File: config.mk
export PLATFORM = sky130hd
export DESIGN_NAME = vga_timing_generator
export DESIGN_NICKNAME = d
export VERILOG_FILES = /design/src/rtl/vga_timing_generator.sv
export SDC_FILE = /design/constraint.sdc
export NUM_CORES = 1
export LEC_CHECK = 0
export CAP_MARGIN = 10
export CORE_ASPECT_RATIO = 1.75
export CORE_MARGIN = 5
export CORE_UTILIZATION = 54
export DETAILED_ROUTE_END_ITERATION = 6
export PLACE_DENSITY_LB_ADDON = 0.25
export SYNTH_ARGS = -nofsm -noshare
export SYNTH_HDL_FRONTEND = slang
export SYNTH_SLANG_ARGS = --single-unit
File: constraint.sdc
create_clock -name i_CLK -period 2.25 [get_ports i_CLK]
set_input_delay 0.3375 -clock i_CLK [delete_from_list [all_inputs] [get_ports i_CLK]]
set_output_delay 0.3375 -clock i_CLK [all_outputs]
set_load 0.01 [all_outputs]
File: src/rtl/vga_timing_generator.sv
// vga_timing_generator: parametrised raster timing for the display pipeline.
// A core-clock divider produces the pixel tick; on every tick the registered
// outputs load the decode of the current (h, v) position and the position then
// advances. Sync/DE copies for the DAC are delayed PIPE ticks behind.
module vga_timing_generator #(
   parameter int   H_ACTIVE  = 640,
   parameter int   H_FRONT   = 16,
   parameter int   H_SYNC    = 96,
   parameter int   H_BACK    = 48,
   parameter int   V_ACTIVE  = 480,
   parameter int   V_FRONT   = 10,
   parameter int   V_SYNC    = 2,
   parameter int   V_BACK    = 33,
   parameter logic HSYNC_POL = 1'b0,
   parameter logic VSYNC_POL = 1'b0,
   parameter int   PIX_DIV   = 2,
   parameter int   PIPE      = 2
) (
   input  logic                          i_CLK,
   input  logic                          i_RST,
   input  logic                          i_BLANK,
   output logic                          o_PIX_CE,
   output logic                          o_HSYNC,
   output logic                          o_VSYNC,
   output logic                          o_DE,
   output logic [$clog2(H_ACTIVE)-1:0]   o_X,
   output logic [$clog2(V_ACTIVE)-1:0]   o_Y,
   output logic                          o_LINE_START,
   output logic                          o_FRAME_START,
   output logic                          o_HSYNC_D,
   output logic                          o_VSYNC_D,
   output logic                          o_DE_D
);

   localparam int H_TOTAL = H_ACTIVE + H_FRONT + H_SYNC + H_BACK;
   localparam int V_TOTAL = V_ACTIVE + V_FRONT + V_SYNC + V_BACK;
   localparam int HW      = $clog2(H_TOTAL);
   localparam int VW      = $clog2(V_TOTAL);
   localparam int XW      = $clog2(H_ACTIVE);
   localparam int YW      = $clog2(V_ACTIVE);
   localparam int DW      = (PIX_DIV > 1) ? $clog2(PIX_DIV) : 1;

   // Position boundaries sized to the counters so comparisons stay width-exact.
   localparam logic [HW-1:0] H_ACT_C  = HW'(H_ACTIVE);
   localparam logic [HW-1:0] H_SS_C   = HW'(H_ACTIVE + H_FRONT);
   localparam logic [HW-1:0] H_SE_C   = HW'(H_ACTIVE + H_FRONT + H_SYNC);
   localparam logic [HW-1:0] H_LAST_C = HW'(H_TOTAL - 1);
   localparam logic [VW-1:0] V_ACT_C  = VW'(V_ACTIVE);
   localparam logic [VW-1:0] V_SS_C   = VW'(V_ACTIVE + V_FRONT);
   localparam logic [VW-1:0] V_SE_C   = VW'(V_ACTIVE + V_FRONT + V_SYNC);
   localparam logic [VW-1:0] V_LAST_C = VW'(V_TOTAL - 1);
   localparam logic [DW-1:0] DIV_LAST_C = DW'(PIX_DIV - 1);

   logic [DW-1:0] div_cnt_q, div_cnt_d;
   logic [HW-1:0] h_cnt_q, h_cnt_d;
   logic [VW-1:0] v_cnt_q, v_cnt_d;
   logic          blank_frame_q, blank_frame_d;
   logic          hsync_q, hsync_d;
   logic          vsync_q, vsync_d;
   logic          de_q, de_d;
   logic [XW-1:0] x_q, x_d;
   logic [YW-1:0] y_q, y_d;
   logic          line_start_q, line_start_d;
   logic          frame_start_q, frame_start_d;
   logic          pix_ce;
   logic          at_origin;
   logic          active;

   // Pixel divider and raster position advance.
   always_comb begin
      pix_ce    = (div_cnt_q == DIV_LAST_C);
      div_cnt_d = pix_ce ? '0 : div_cnt_q + 1'b1;
      h_cnt_d   = h_cnt_q;
      v_cnt_d   = v_cnt_q;
      if (pix_ce) begin
         if (h_cnt_q == H_LAST_C) begin
            h_cnt_d = '0;
            v_cnt_d = (v_cnt_q == V_LAST_C) ? '0 : v_cnt_q + 1'b1;
         end else begin
            h_cnt_d = h_cnt_q + 1'b1;
         end
      end
   end

   // Decode of the current position, loaded into the outputs on each tick.
   // The blank flag is captured at the origin and already applies to the DE
   // loaded on that same tick, so a frame is blanked from its first pixel.
   always_comb begin
      at_origin     = (h_cnt_q == '0) && (v_cnt_q == '0);
      active        = (h_cnt_q < H_ACT_C) && (v_cnt_q < V_ACT_C);
      blank_frame_d = blank_frame_q;
      hsync_d       = hsync_q;
      vsync_d       = vsync_q;
      de_d          = de_q;
      x_d           = x_q;
      y_d           = y_q;
      line_start_d  = 1'b0;
      frame_start_d = 1'b0;
      if (pix_ce) begin
         if (at_origin) blank_frame_d = i_BLANK;
         hsync_d = ((h_cnt_q >= H_SS_C) && (h_cnt_q < H_SE_C)) ? HSYNC_POL : ~HSYNC_POL;
         vsync_d = ((v_cnt_q >= V_SS_C) && (v_cnt_q < V_SE_C)) ? VSYNC_POL : ~VSYNC_POL;
         de_d    = active & ~blank_frame_d;
         x_d     = active ? h_cnt_q[XW-1:0] : '0;
         y_d     = active ? v_cnt_q[YW-1:0] : '0;
         line_start_d  = (h_cnt_q == '0);
         frame_start_d = at_origin;
      end
   end

   // State and output registers.
   always_ff @(posedge i_CLK or posedge i_RST) begin
      if (i_RST) begin
         div_cnt_q     <= '0;
         h_cnt_q       <= '0;
         v_cnt_q       <= '0;
         blank_frame_q <= 1'b0;
         hsync_q       <= ~HSYNC_POL;
         vsync_q       <= ~VSYNC_POL;
         de_q          <= 1'b0;
         x_q           <= '0;
         y_q           <= '0;
         line_start_q  <= 1'b0;
         frame_start_q <= 1'b0;
      end else begin
         div_cnt_q     <= div_cnt_d;
         h_cnt_q       <= h_cnt_d;
         v_cnt_q       <= v_cnt_d;
         blank_frame_q <= blank_frame_d;
         hsync_q       <= hsync_d;
         vsync_q       <= vsync_d;
         de_q          <= de_d;
         x_q           <= x_d;
         y_q           <= y_d;
         line_start_q  <= line_start_d;
         frame_start_q <= frame_start_d;
      end
   end

   // The tick is held low while reset is applied (matters when PIX_DIV = 1).
   assign o_PIX_CE      = pix_ce & ~i_RST;
   assign o_HSYNC       = hsync_q;
   assign o_VSYNC       = vsync_q;
   assign o_DE          = de_q;
   assign o_X           = x_q;
   assign o_Y           = y_q;
   assign o_LINE_START  = line_start_q;
   assign o_FRAME_START = frame_start_q;

   if (PIPE == 0) begin : g_nopipe
      assign o_HSYNC_D = hsync_q;
      assign o_VSYNC_D = vsync_q;
      assign o_DE_D    = de_q;
   end else begin : g_pipe
      logic [PIPE-1:0] hs_pipe_q, hs_pipe_d;
      logic [PIPE-1:0] vs_pipe_q, vs_pipe_d;
      logic [PIPE-1:0] de_pipe_q, de_pipe_d;

      // Delay line shifts only on the pixel tick, so the lag is counted in ticks.
      always_comb begin
         hs_pipe_d = hs_pipe_q;
         vs_pipe_d = vs_pipe_q;
         de_pipe_d = de_pipe_q;
         if (pix_ce) begin
            hs_pipe_d[0] = hsync_q;
            vs_pipe_d[0] = vsync_q;
            de_pipe_d[0] = de_q;
            for (int i = 1; i < PIPE; i++) begin
               hs_pipe_d[i] = hs_pipe_q[i-1];
               vs_pipe_d[i] = vs_pipe_q[i-1];
               de_pipe_d[i] = de_pipe_q[i-1];
            end
         end
      end

      // Delay stages reset to the inactive sync level and DE low.
      always_ff @(posedge i_CLK or posedge i_RST) begin
         if (i_RST) begin
            hs_pipe_q <= {PIPE{~HSYNC_POL}};
            vs_pipe_q <= {PIPE{~VSYNC_POL}};
            de_pipe_q <= '0;
         end else begin
            hs_pipe_q <= hs_pipe_d;
            vs_pipe_q <= vs_pipe_d;
            de_pipe_q <= de_pipe_d;
         end
      end

      assign o_HSYNC_D = hs_pipe_q[PIPE-1];
      assign o_VSYNC_D = vs_pipe_q[PIPE-1];
      assign o_DE_D    = de_pipe_q[PIPE-1];
   end

endmodule

**Word-level counts from Yosys, hierarchy flattened**

Index checks and enable logic that the tools add are counted.

- Add/sub/neg operators: 3
- Magnitude comparators: 6
- Equal/unequal tests: 2
- Muxes and demuxes: 11
- Bitwise gates (word level): 4
- Reductions and logical operators: 7

Operators by type and width:

| operator | count |
|---|---|
| two-way mux 10 bit | 3 |
| adder 10 x 1 -> 10 bit (second input constant) | 2 |
| equality test 10 bit (second input constant) | 2 |
| zero test 10 bit | 2 |
| < comparator 10 bit (second input constant) | 2 |
| < comparator 10 x 9 -> 1 bit (second input constant) | 2 |
| greater-or-equal comparator 10 bit (second input constant) | 1 |
| greater-or-equal comparator 10 x 9 -> 1 bit (second input constant) | 1 |
| two-way mux 9 bit | 1 |
| two-way mux 1 bit | 7 |
| logical AND 1 bit | 4 |
| bitwise AND 1 bit | 2 |
| inverter 1 bit | 2 |
| AND reduction 2 bit | 1 |
| adder 1 bit (second input constant) | 1 |

- Register bits after elaboration: 52
- Bits of input ports: 3
- Output and inout port bits: 28
- Logic and storage cells: 47

**Longest topological paths before layout**

Gate-level depths: netlist of run 1.

- Depth in word-level cells: 6
- Depth in mapped cells: 6
- Gate-level depth less buffers: 6

**Worst setup path before layout of run 1**

Ideal clock, no wire load.

- Path kind: reg2reg
- Start point: register h_cnt_q[0]
- End point: register blank_frame_q
- Setup time: 125 ps
- Arrival time: 1,746 ps
- Data required time: 2,125 ps
- Path slack: 379 ps
- Stages on the path, launching flop included: 7
- Buffers on the path: 0
- Period minus slack after synthesis: 1,871 ps
- Path through: dfrtp_1 inv_1 ha_1 or4b_1 nor3_2 and4_4 mux2_4

- Word-level cells in the longest chain between the ends: 4

RTL lines:

| element | RTL line | text |
|---|---|---|
| from (decl) | 55 | `logic [HW-1:0] h_cnt_q, h_cnt_d;` |
| from (signal assigned) | 127 | `h_cnt_q <= h_cnt_d;` |
| zero test 10 bit | 89 | `at_origin = (h_cnt_q == '0) && (v_cnt_q == '0);` |
| logical AND 1 bit | 89 |  |
| two-way mux 1 bit | 100 | `if (at_origin) blank_frame_d = i_BLANK;` |
| two-way mux 1 bit | 99 | `if (pix_ce) begin` |
| to (signal assigned) | 129 | `blank_frame_q <= blank_frame_d;` |
| to (decl) | 57 | `logic blank_frame_q, blank_frame_d;` |

Every way passes these cells. The select of a mux whose other input is x is not followed.
A chain may end at the register's enable or synchronous reset.

**Worst setup path in the final report of run 1**

Ends and elaborated chain as after synthesis.

==> results of run 1 <==
[metal layers]
| layer | routed length [um] | vias to the layer above | share of wire (%) |
|---|---|---|---|
| met4 | 92 | 0 | 1.8 |
| met1 | 1870 | 853 | 37 |
| met3 | 184 | 10 | 3.6 |
| li1 | - | 780 | - |
| met2 | 2970 | 37 | 58 |
| met5 | 0 | - | 0 |
[registers in the layout, summed over array words and instances (netlist names)]
signal,flops
g_pipe.de_pipe_q,2
o_Y,9
div_cnt_q,1
h_cnt_q,10
o_VSYNC,1
v_cnt_q,10
o_DE,1
o_LINE_START,1
g_pipe.vs_pipe_q,2
o_X,10
blank_frame_q,1
o_HSYNC,1
g_pipe.hs_pipe_q,2
o_FRAME_START,1
[per-stage QoR]
| step | hold slack [ns] | cell area (sq um) | total power (uW) | setup WS [ns] | cells |
|---|---|---|---|---|---|
| CTS | 0.430 | 2780 | 1630 | 0.137 | 278 |
| global route | 0.454 | 2790 | 1670 | 0.128 | 278 |
| detailed placement | 0.495 | 2670 | 999 | 0.167 | 270 |
| finish | 0.414 | 2790 | 1610 | 0.210 | 278 |
| floorplan | 0.475 | 2320 | 978 | 0.379 | 197 |
| global placement | 0.486 | 2670 | 998 | 0.271 | 270 |
[worst register-to-register path, cell delays in order, from the launching register on]
cell,delay (ns)
dfrtp_1,0.46
inv_1,0.09
ha_1,0.13
or4b_1,0.44
nor3_2,0.23
and4_4,0.28
mux2_4,0.30
[final cells by class]
cell class	instances	area, sq um
Clock buffer	5	68.8
Clock inverter	3	42.5
Fill cell	325	1360
Inverter	9	33.8
Multi-Input combinational cell	125	925
Sequential cell	52	1310
Tap cell	49	61.3
Timing Repair Buffer	35	350
[cells by family (layout without fill, tap and decap cells)]
group | after synthesis | after routing
buf+inv | 20 | 52
fa+ha+maj | 4 | 4
mux | 9 | 9
xor+xnor | 10 | 10
simple gates | 61 | 61
compound gates | 41 | 41
flops | 52 | 52
[cells in the mapped netlist, drive strengths merged (2+ instances only)]
cell	n
and4	3
dfrtp	46
a22o	19
a21oi	6
dfstp	6
nand3	10
nor2	9
buf	4
nor3	7
xnor2	5
xor2	5
clkbuf	7
nand2	8
and3	8
nor4	2
inv	8
nand4	8
o21ai	9
a31oi	2
ha	4
mux2	8
[layout by cell type, fill, tap and decap left out, types with 5 or more instances in the layout]
cell type	n
nand4_1	8
a22o_1	18
and3_1	6
xnor2_1	5
xor2_1	5
nor2_1	9
nand2_1	8
nand3_1	10
a21oi_1	6
dfrtp_1	46
clkdlybuf4s50_1	30
dfstp_2	6
inv_1	7
mux2_2	7
clkbuf_8	5
o21ai_0	9
[how the worst max path moves through the flow]
stage	end	slack, ns	cells past startpoint
2_1_floorplan	blank_frame_q$_DFFE_PP0P_	0.38	6
3_3_place_gp	blank_frame_q$_DFFE_PP0P_	0.27	6
3_5_place_dp	blank_frame_q$_DFFE_PP0P_	0.17	6
4_1_cts	blank_frame_q$_DFFE_PP0P_	0.14	6
5_1_grt	blank_frame_q$_DFFE_PP0P_	0.13	6
6_report	blank_frame_q$_DFFE_PP0P_	0.21	6
[power groups by stage]
stage / registers [uW] / clock network, uW / logic [uW]
after floorplan: 959 / 0 / 19.5
after global placement: 958 / 0 / 39.4
after detailed placement: 958 / 0 / 40.5
after CTS: 940 / 647 / 40.7
after global routing: 941 / 680 / 44.6
final: 940 / 635 / 38.9
[repair_timing]
item / 4_1_cts / 5_1_grt
endpoints found under the setup margin: 0 / 1
endpoints found under the hold margin: 0 / 0
gates resized for setup: 0 / 1
hold buffers: 0 / 0
==> out/summary.txt, run 1 <==
synth warn: 0
Final Hold Viols: 0
Clock Latency Late Sink: 0.30 ns
area fraction in compound gates after synthesis: 12.9%
TritonCTS clock tree: done
initial core utilization: 55.8%
required time of the critical path: 2.44 ns
Via Count: 1680
ys flop type: dfrtp_1
adder-cell share of the synthesized area: 2.16%
synthesized cell area: 0.00232 sq mm
worst flop-to-flop path startpoint: h_cnt_q[0]$_DFFE_PP0P_
Bufs and invs on worst path: 1
port buffer count: 30
Post-synth EDFFs: 0
status: finished, final reports clean
crit share post-route: 90.7%
CP cell instances: inv_1 > ha_1 > or4b_1 > nor3_2 > and4_4 > mux2_4
maximum vdd drop: 558 uV
fin util: 67.2%
FP Rows: 31
Setup violations, final: 0
setup TNS: 0 ns
post-CTS setup buffers: 0
startpoint types: register
FF-to-FF path depth: 6
sw frac: 20.5%
Synth cell types: 42
Synth Area in XOR/XNOR: 3.78%
Worst EP arrival: 2.23 ns
Fmax: 0.490 GHz
met2 Usage GRT: 35.3%
top cells by area, synth: dfrtp_1 (50%), dfstp_2 (6.8%), a22o_1 (6.8%)
combinational share of power: 2.4%
P&R area growth vs syn: 20.4%
Rel. slew slack: 66.7%
global-route wire length before repair: 8610 um
FFs w/ async S/R, synth: 100%
initial DRC count: 31
Slew Viols, Final: 0
root buf cell: clkbuf_8
post-synthesis mux area share: 4.48%
clock sink total: 52
H-tree levels: 2
syn nets: 204
Lkg Pwr: 0.00121 uW
Longest Clk Path Bufs: 2
RSZ-0062 raised after global routing: false
clock network fraction of total power: 39.3%
worst reg2reg path endpoint: blank_frame_q$_DFFE_PP0P_
iteration count of the initial detailed-routing pass: 4
top-area cell type share of the netlist area: 49.7%
Avg Cell Area, Syn: 11.8 sq um
delay-heaviest family, CP: simple AND/OR/NAND/NOR gates
pwr/cell area: 579 mW/mm^2
Net Sw Power: 331 uW
Nets: 235
DPL Wire Length: 3760 um
crit end category: register
max-cap violations: 0
CP startpoint: h_cnt_q[0]$_DFFE_PP0P_
Final Skew: 0.00385 ns
pin count of the biggest net entering global routing: 31
Tot GR Track Use: 19.2%
Die ar.: 0.00575 sq mm
CP peak stage delay: 0.46 ns
met3 usage: 3.73%
ratio of cells with drive above 1 in the final layout: 16.6%
simple logic cell fraction of the synthesized area: 16.1%
mean routed wirelength per cell: 18.4 um
sequential element share of the synthesized area: 56.5%
sequential group share of total power: 58.2%
die height: 96.7 um
instance count of the mapped netlist: 197
area leader, netlist: dfrtp_1
main combinational cell family by area after synthesis: simple AND/OR/NAND/NOR gates
min Tclk post-route: 2.04 ns
clock slew at reported path FFs: 0.09 ns
met1 Usage GRT: 21.2%
Via density: 6.04
#FFs+latches synth: 52
Die Wd: 59.5 um
Ports: 31
Worst Path Max Fanout: 7
Tightest Pin Transition: 0.499 ns
initial antenna violation count: 0
post-route ant nets: 0
grt ovf: 0
Routed WL: 5130 um
Hold/Removal Path Class: input port to asynchronous set/reset pin
drt drc: 0
vias in the first global route: 1773
clock buffer count from CTS: 5
Int Pwr: 1280 uW
layer with the highest usage: met2
R2R Setup Slk: 0.21 ns
n_diodes: 0
slowest CP cell: dfrtp_1
critical path class: register to register
Routability Congestion: 0.839
CORE AREA: 0.00415 sq mm
(Power assumes the default switching activity.)
==> run 2, diff against run 1 <==
Settings changed: MAX_ROUTING_LAYER from default to met4.
==> run 2 against run 1 <==
  * Routed wire length increased by 1.3%
  * Non-clock buffer count did not move
  * Power decreased by 1.3%
  * Worst setup slack better by 0.031 ns
  * Sequential power about the same
  * Worst hold slack better by 0.011 ns
  * First-iteration DRC count is 87% higher
==> out/summary.txt, run 2 (synthesized netlist as in run 1, its figures left out) <==
TritonCTS clock tree: done
initial antenna violation count: 0
Slew Viols, Final: 0
Worst EP arrival: 2.20 ns
post-route ant nets: 0
Clock Latency Late Sink: 0.30 ns
iteration count of the initial detailed-routing pass: 4
port buffer count: 30
Die Wd: 59.5 um
Tightest Pin Transition: 0.494 ns
Via Count: 1732
crit share post-route: 89.3%
Ports: 31
pwr/cell area: 573 mW/mm^2
Final Hold Viols: 0
clock sink total: 52
post-CTS setup buffers: 0
Setup violations, final: 0
RSZ-0062 raised after global routing: false
Pwr Total: 1590 uW
status: finished, final reports clean
Tot GR Track Use: 19.4%
commonest non-fill, non-tap cell in the layout: dfrtp_1
CORE AREA: 0.00415 sq mm
die height: 96.7 um
required time of the critical path: 2.44 ns
vias in the first global route: 1704
Lkg Pwr: 0.00121 uW
crit end category: register
Routability Congestion: 0.841
maximum vdd drop: 487 uV
ratio of cells with drive above 1 in the final layout: 15.8%
setup TNS: 0 ns
Fmax: 0.498 GHz
global-route wire length before repair: 8490 um
Longest Clk Path Bufs: 2
initial core utilization: 55.8%
most frequent cells in the layout: dfrtp_1 (46), clkdlybuf4s50_1 (30), a22o_1 (18), nand3_1 (10)
Rel. slew slack: 66.9%
P&R area growth vs syn: 20.0%
n_diodes: 0
clock network fraction of total power: 38.5%
Nets: 235
drt drc: 0
Fill cells: 332
initial DRC count: 58
pin count of the biggest net entering global routing: 53
H-tree levels: 2
combinational share of power: 2.5%
startpoint types: register
register area: 0.00131 sq mm
Int Pwr: 1280 uW
Worst Path Max Fanout: 7
min Tclk post-route: 2.01 ns
Routed WL: 5190 um
CP cell instances: inv_1 > ha_1 > or4b_1 > nor3_2 > and4_4 > mux2_4
sw frac: 19.7%
clock buffer count from CTS: 5
mean routed wirelength per cell: 18.7 um
Hold/Removal Path Class: input port to asynchronous set/reset pin
Multi-input gate area: 925 sq um
root buf cell: clkbuf_8
critical path class: register to register
max-cap violations: 0
clock slew at reported path FFs: 0.09 ns
Via density: 6.25
sequential group share of total power: 59.0%
CP peak stage delay: 0.46 ns
grt ovf: 0
slowest CP cell: dfrtp_1
FP Rows: 31
Net Sw Power: 313 uW
Final Skew: 0.00774 ns
Die ar.: 0.00575 sq mm
DPL Wire Length: 3720 um
-- run 2: changes by cell type in the layout (fill, tap and decap cells not counted), sizes merged --
cell / before / now
clkinv: 2 / 1
clkinvlp: 1 / 0
clkbuf: 5 / 6
-- run 2: worst max-delay path, delay by kind of cell (launching register included) --
| family | cells | cell delay (ns) |
|---|---|---|
| and+or+nand+nor | 3 | 0.92 |
| muxes | 1 | 0.29 |
| DFF | 1 | 0.46 |
| adders and majority gates | 1 | 0.13 |
| buffers and inverters | 1 | 0.10 |
-- run 2: area by class of cell --
class | instances | area share [%]
sequential | 52 | 47.1
tap | 49 | 2.20
clock buffer | 6 | 2.61
multi-input combinational | 125 | 33.2
inverter | 9 | 1.21
clock inverter | 1 | 1.08
timing repair buffer | 35 | 12.6
-- run 2: worst paths after layout --
path,from,end,slack (ns),depth (start not counted)
min reg2reg,o_VSYNC$_DFFE_PP1P_,o_VSYNC$_DFFE_PP1P_,0.50,2
min in group i_CLK,o_VSYNC$_DFFE_PP1P_,o_VSYNC$_DFFE_PP1P_,0.50,2
min,i_RST,o_Y[5]$_DFFE_PP0P_,0.43,3
max in group asynchronous,i_RST,g_pipe.hs_pipe_q[0]$_DFFE_PP1P_,1.53,3
max reg2reg,h_cnt_q[0]$_DFFE_PP0P_,blank_frame_q$_DFFE_PP0P_,0.24,6
max,h_cnt_q[0]$_DFFE_PP0P_,blank_frame_q$_DFFE_PP0P_,0.24,6
-- run 2: power groups by stage --
stage / registers [uW] / clock network (uW) / logic, uW
after global routing: 941 / 663 / 44.1
after global placement: 958 / 0 / 39.5
final: 940 / 614 / 39.1
after CTS: 940 / 629 / 40.8
after floorplan: 959 / 0 / 19.5
after detailed placement: 958 / 0 / 41.0
-- run 2: repair_timing --
action	4_1_cts	5_1_grt
hold buffers	0	0
endpoints found under the setup margin	0	1
gates resized for setup	0	1
-- run 2: layer usage --
metal / GRT usage, % / part of all wire (%) / vias to the layer above
li1: - / - / 775
met1: 21.6 / 37 / 893
met2: 33.5 / 57 / 54
met3: 3.06 / 3.5 / 10
met4: 7.34 / 1.8 / 0
met5: - / 0 / -
-- run 2: per-stage QoR --
| step | instances | setup slack, ns | area, sq um | utilization (%) | hold slack [ns] |
|---|---|---|---|---|---|
| after floorplan | 197 | 0.379 | 2320 | - | 0.475 |
| after CTS | 277 | 0.184 | 2780 | 66.9 | 0.435 |
| after global placement | 270 | 0.263 | 2670 | 64.4 | 0.486 |
| after detailed placement | 270 | 0.186 | 2670 | 64.4 | 0.490 |
| final | 277 | 0.241 | 2780 | 67.0 | 0.426 |
| after global routing | 277 | 0.158 | 2780 | 67.0 | 0.466 |
